===== src/rtl/uart_text_writer.sv =====
// UART-to-text-RAM writer: turns received bytes into character RAM writes,
// tracks a cursor, handles CR/LF/BS, wraps lines/rows and blanks new rows.
`timescale 1ns/1ps
module uart_text_writer #(
  parameter int COLS   = 80,
  parameter int ROWS   = 30,
  parameter int ADDR_W = 12
) (
  input  logic                      clk,
  input  logic                      rst,
  input  logic                      drdy,
  input  logic [7:0]                data,
  output logic                      ram_we,
  output logic [ADDR_W-1:0]         ram_addr,
  output logic [7:0]                ram_wdata,
  output logic [$clog2(COLS)-1:0]   cursor_col,
  output logic [$clog2(ROWS)-1:0]   cursor_row,
  output logic                      busy,
  output logic                      overflow
);

  localparam int unsigned CW = $clog2(COLS);
  localparam int unsigned RW = $clog2(ROWS);
  localparam logic [CW-1:0]     COL_LAST  = CW'(COLS - 1);
  localparam logic [RW-1:0]     ROW_LAST  = RW'(ROWS - 1);
  localparam logic [ADDR_W-1:0] COLS_A    = ADDR_W'(COLS);
  localparam logic [ADDR_W-1:0] COL_END   = ADDR_W'(COLS - 1);
  localparam logic [ADDR_W-1:0] CELL_LAST = ADDR_W'(COLS * ROWS - 1);
  localparam logic [7:0]        BLANK     = 8'h20;

  typedef enum logic [1:0] {INIT_CLR, IDLE, WRITE, ROW_CLR} state_t;

  state_t            state, state_n;
  logic              drdy_q;
  logic              pend_v, pend_v_n;
  logic [7:0]        pend_byte, pend_byte_n;
  logic [7:0]        cur_byte, cur_byte_n;
  logic              ovf_n;
  logic [ADDR_W-1:0] cnt, cnt_n;
  logic [CW-1:0]     col, col_n;
  logic [RW-1:0]     row, row_n;
  logic              we_n;
  logic [ADDR_W-1:0] addr_n;
  logic [7:0]        wdata_n;
  logic              accept;
  logic              consume;
  logic [RW-1:0]     row_inc;
  logic [ADDR_W-1:0] row_base;

  assign accept     = drdy & ~drdy_q;
  assign consume    = (state == IDLE) & pend_v;
  assign row_inc    = (row == ROW_LAST) ? '0 : row + RW'(1);
  assign row_base   = ADDR_W'(row) * COLS_A;
  assign busy       = (state != IDLE) | pend_v;
  assign cursor_col = col;
  assign cursor_row = row;

  // One-entry pending buffer: a new byte is dropped only if the slot is
  // still occupied and not being drained on this same edge.
  always_comb begin
    pend_v_n    = pend_v;
    pend_byte_n = pend_byte;
    ovf_n       = overflow;
    if (consume) pend_v_n = 1'b0;
    if (accept) begin
      if (pend_v && !consume) begin
        ovf_n = 1'b1;
      end else begin
        pend_v_n    = 1'b1;
        pend_byte_n = data;
      end
    end
  end

  // Next-state, cursor and RAM write decode.
  always_comb begin
    state_n    = state;
    cnt_n      = cnt;
    col_n      = col;
    row_n      = row;
    cur_byte_n = cur_byte;
    we_n       = 1'b0;
    addr_n     = ram_addr;
    wdata_n    = ram_wdata;
    case (state)
      INIT_CLR: begin
        we_n    = 1'b1;
        addr_n  = cnt;
        wdata_n = BLANK;
        if (cnt == CELL_LAST) begin
          cnt_n   = '0;
          state_n = IDLE;
        end else begin
          cnt_n = cnt + ADDR_W'(1);
        end
      end
      IDLE: begin
        if (pend_v) begin
          cur_byte_n = pend_byte;
          state_n    = WRITE;
        end
      end
      WRITE: begin
        state_n = IDLE;
        if (cur_byte >= 8'h20 && cur_byte <= 8'h7E) begin
          we_n    = 1'b1;
          addr_n  = row_base + ADDR_W'(col);
          wdata_n = cur_byte;
          if (col == COL_LAST) begin
            col_n   = '0;
            row_n   = row_inc;
            cnt_n   = '0;
            state_n = ROW_CLR;
          end else begin
            col_n = col + CW'(1);
          end
        end else if (cur_byte == 8'h0D) begin
          col_n = '0;
        end else if (cur_byte == 8'h0A) begin
          col_n   = '0;
          row_n   = row_inc;
          cnt_n   = '0;
          state_n = ROW_CLR;
        end else if (cur_byte == 8'h08 && col != '0) begin
          col_n   = col - CW'(1);
          we_n    = 1'b1;
          addr_n  = row_base + ADDR_W'(col - CW'(1));
          wdata_n = BLANK;
        end
      end
      ROW_CLR: begin
        we_n    = 1'b1;
        addr_n  = row_base + cnt;
        wdata_n = BLANK;
        if (cnt == COL_END) begin
          cnt_n   = '0;
          state_n = IDLE;
        end else begin
          cnt_n = cnt + ADDR_W'(1);
        end
      end
      default: state_n = INIT_CLR;
    endcase
  end

  // FSM, cursor and registered RAM write port.
  always_ff @(posedge clk) begin
    if (rst) begin
      state     <= INIT_CLR;
      cnt       <= '0;
      col       <= '0;
      row       <= '0;
      cur_byte  <= '0;
      ram_we    <= 1'b0;
      ram_addr  <= '0;
      ram_wdata <= BLANK;
    end else begin
      state     <= state_n;
      cnt       <= cnt_n;
      col       <= col_n;
      row       <= row_n;
      cur_byte  <= cur_byte_n;
      ram_we    <= we_n;
      ram_addr  <= addr_n;
      ram_wdata <= wdata_n;
    end
  end

  // Byte-ready edge detect, pending slot and sticky overflow.
  always_ff @(posedge clk) begin
    if (rst) begin
      drdy_q    <= 1'b0;
      pend_v    <= 1'b0;
      pend_byte <= '0;
      overflow  <= 1'b0;
    end else begin
      drdy_q    <= drdy;
      pend_v    <= pend_v_n;
      pend_byte <= pend_byte_n;
      overflow  <= ovf_n;
    end
  end

endmodule


===== config.mk =====
export PLATFORM = sky130hd
export DESIGN_NAME = uart_text_writer
export DESIGN_NICKNAME = d
export VERILOG_FILES = /design/src/rtl/uart_text_writer.sv
export SDC_FILE = /design/constraint.sdc
export NUM_CORES = 1
export LEC_CHECK = 0
export CAP_MARGIN = 30
export CORE_ASPECT_RATIO = 0.7
export CORE_MARGIN = 10
export CORE_UTILIZATION = 56
export CTS_CLUSTER_SIZE = 16
export DETAILED_ROUTE_END_ITERATION = 6
export PLACE_DENSITY_LB_ADDON = 0.25
export SYNTH_ARGS = -nofsm -noshare
export SYNTH_HDL_FRONTEND = slang
export SYNTH_SLANG_ARGS = --single-unit

===== constraint.sdc =====
create_clock -name clk -period 3.26 [get_ports clk]
set_input_delay 0.326 -clock clk [delete_from_list [all_inputs] [get_ports clk]]
set_output_delay 0.326 -clock clk [all_outputs]
set_load 0.03 [all_outputs]

==> results.txt <==
outcome: finished, final reports clean
Async S/R FF share, synth: 0%
Max Fclk: 319 MHz
Slew headroom: 44.7%
Final ANT Viol Nets: 0
Worst R2R Start: cursor_row[2]
CP required: 3.55 ns
share of layout cells above drive strength 1: 10.9%
Hold Path Depth: 2
Overflow after GRT: 0
Netlist cell types: 64
area leader, netlist: dfxtp_1
Setup Skew: 0.00949 ns
top routing layer in use: met4
DRT met1 WL: 5120 um
Multi-input gate area: 2410 um2
most frequent cells in the layout: 61 x dfxtp_1, 44 x clkdlybuf4s50_1, 43 x nor2_1, 43 x nand2_1, 38 x a21oi_1
Post-synth EDFFs: 0
Slew @ Worst Pin: 0.823 ns
routed via count: 3887
CTS hold repair buffers: 0
Root Buffer: clkbuf_8
HP Class: input pin to register
FF-to-FF path depth: 12
main flop type after synthesis: dfxtp_1
routability cong.: 0.963
worst reg2reg path endpoint: ram_addr[11]
Total GRT Usage: 20.1%
worst hold endpoint: cursor_row[1]
Cells after Synth: 477
DPL Wire Length: 7820 um
WS Path Type: register to register
Synth area leaders: dfxtp_1 34%, ha_1 7.7%, a21oi_1 4.9%
Final Hold Slack: 0.453 ns
Leakage: 1.83 nW
full die area: 10800 um2
routed wire length: 10900 um
post-route cell area: 4770 um2
Num Clock Sinks: 66
Final Setup Violations: 0
WL/cell: 17.4 um
Seq/Total Area, Yosys: 33.9%
P per Cell Area: 416 nW/um2
WL met2: 4680 um
Max-Cap Viols: 0
fill count: 557
maximum fanout along the worst path: 7
min Tclk post-route: 3.14 ns
die width: 120 um
total CTS buffers: 9
port buffer count: 45
num rows: 25
Synth Net Count: 514
Initial DRC Count: 405
Area after DPL: 4520 um2
flip-flop and latch area: 1330 um2
initial antenna violation count: 0
WL met3: 852 um
min-delay src: rst
Finished Layout Cells: 627
H-tree depth: 3
largest net degree at the start of global routing: 35
CP arrival: 3.43 ns
commonest non-fill, non-tap cell in the layout: dfxtp_1
vias in the first global route: 3688
Worst setup SP type: register
Final #Nets: 565
die height: 89.8 um
synthesized area per cell: 8.18 um2
setup tns final: 0 ns
core footprint: 6760 um2
Synth top area share: 33.9%
First-pass DRT Iterations: 5
Mapped Area: 3900 um2
CP Capture Type: register
RSZ-0062 raised after global routing: no
Clock Tree Buf Depth: 2
IO Pins: 46
Yosys Warn Count: 0
Post-CTS Setup Inserts: 0
clock insertion delay at the later pin of the skew report: 0.35 ns
Ant. Diodes: 0
CTS tree: yes
area grow syn2layout: 22.2%
Residual DRC: 0
Hold Fails Final Rpt: 0
Initial Utilization: 57.8%
Vias/cell: 6.20
peak supply drop: 0.277 mV
Yosys reg bits: 66
first-pass GRT wire length: 18300 um
clock-pin transition on the worst setup and hold timing paths: 0.08 ns
Final Max Tran Viols: 0
r2r setup slk: 0.12 ns
Placed Instances: 611
final worst-path cycle share: 96.3%
-- sequential cells by signal (all words and copies together), names as in the netlist --
name        cells
drdy_q          1
cursor_col      7
cnt            12
overflow        1
pend_v          1
cursor_row      5
state           2
pend_byte       8
ram_we          1
cur_byte        8
ram_wdata       8
ram_addr       12
-- power by group --
group | total (mW) | internal, mW | switching [mW]
sequential | 0.882 | 0.849 | 0.0336
combinational | 0.308 | 0.120 | 0.188
clock | 0.794 | 0.452 | 0.342
-- cells by family after synthesis --
| kind of cell | share of synthesized area [%] |
|---|---|
| compound gates | 23.5 |
| xor+xnor | 3.75 |
| fa+ha+maj | 8.72 |
| buf+inv | 4.84 |
| flops | 33.9 |
| mux | 2.57 |
| simple gates | 22.8 |
-- synth_stat cells, drive strengths merged (5+ instances only) --
cell type / instances
nand2b: 6
o21ai: 26
and3: 7
or4: 5
a31oi: 5
mux2i: 10
a22oi: 8
ha: 24
clkbuf: 21
nor2: 44
a21o: 7
a21oi: 39
nor2b: 7
inv: 22
nor3: 17
a221oi: 5
nand2: 44
a211oi: 7
o31ai: 8
xnor2: 10
dfxtp: 66
buf: 5
nand3: 20
nand4: 6
or3: 9
-- area by class of cell --
| type | count | share of cell area, % |
|---|---|---|
| well taps | 94 | 2.47 |
| flip-flops and latches | 66 | 27.8 |
| repair buffers | 66 | 12.6 |
| clock inverters | 6 | 1.89 |
| multi-input cells | 363 | 50.6 |
| inverters | 22 | 1.73 |
| clock buffers | 10 | 2.89 |
-- critical path: stages, from the launching register on --
cell     delay [ns]
dfxtp_2        0.36
ha_1           0.32
ha_1           0.29
a21o_1         0.18
a21oi_1        0.19
xnor2_1        0.18
ha_1           0.32
a21o_1         0.18
a31o_2         0.21
nor2_1         0.18
xor3_1         0.34
o21ai_1        0.14
o221a_1        0.19
-- through the flow --
step                util [%]  setup slack [ns]  total power, mW
floorplan                  -             0.120             1.10
global placement        66.9             0.244             1.20
detailed placement      66.9            0.0753             1.21
CTS                     70.2            0.0479             1.98
global route            70.6          0.000110             2.06
finish                  70.6             0.121             1.98
-- metal layers --
metal	global-route usage, %	up-vias
li1	-	1834
met3	5.00	26
met5	0	-
met2	30.0	168
met4	6.01	0
met1	27.7	1859
-- worst max-delay path by stage --
stage                              from            to  slack [ns]
after floorplan           cursor_row[4]  ram_addr[11]        0.12
after global placement    cursor_row[2]  ram_addr[11]        0.24
after detailed placement  cursor_row[2]  ram_addr[11]        0.08
after CTS                 cursor_row[2]  ram_addr[11]        0.05
after global routing      cursor_col[0]  ram_addr[10]      0.0001
final                     cursor_row[2]  ram_addr[11]        0.12
-- repair_timing --
item                       CTS  global route
hold endpoints to repair     0             0
setup endpoints to repair    0             4
resized for setup            0            11
Note: power is estimated with default switching activity, not from simulation.
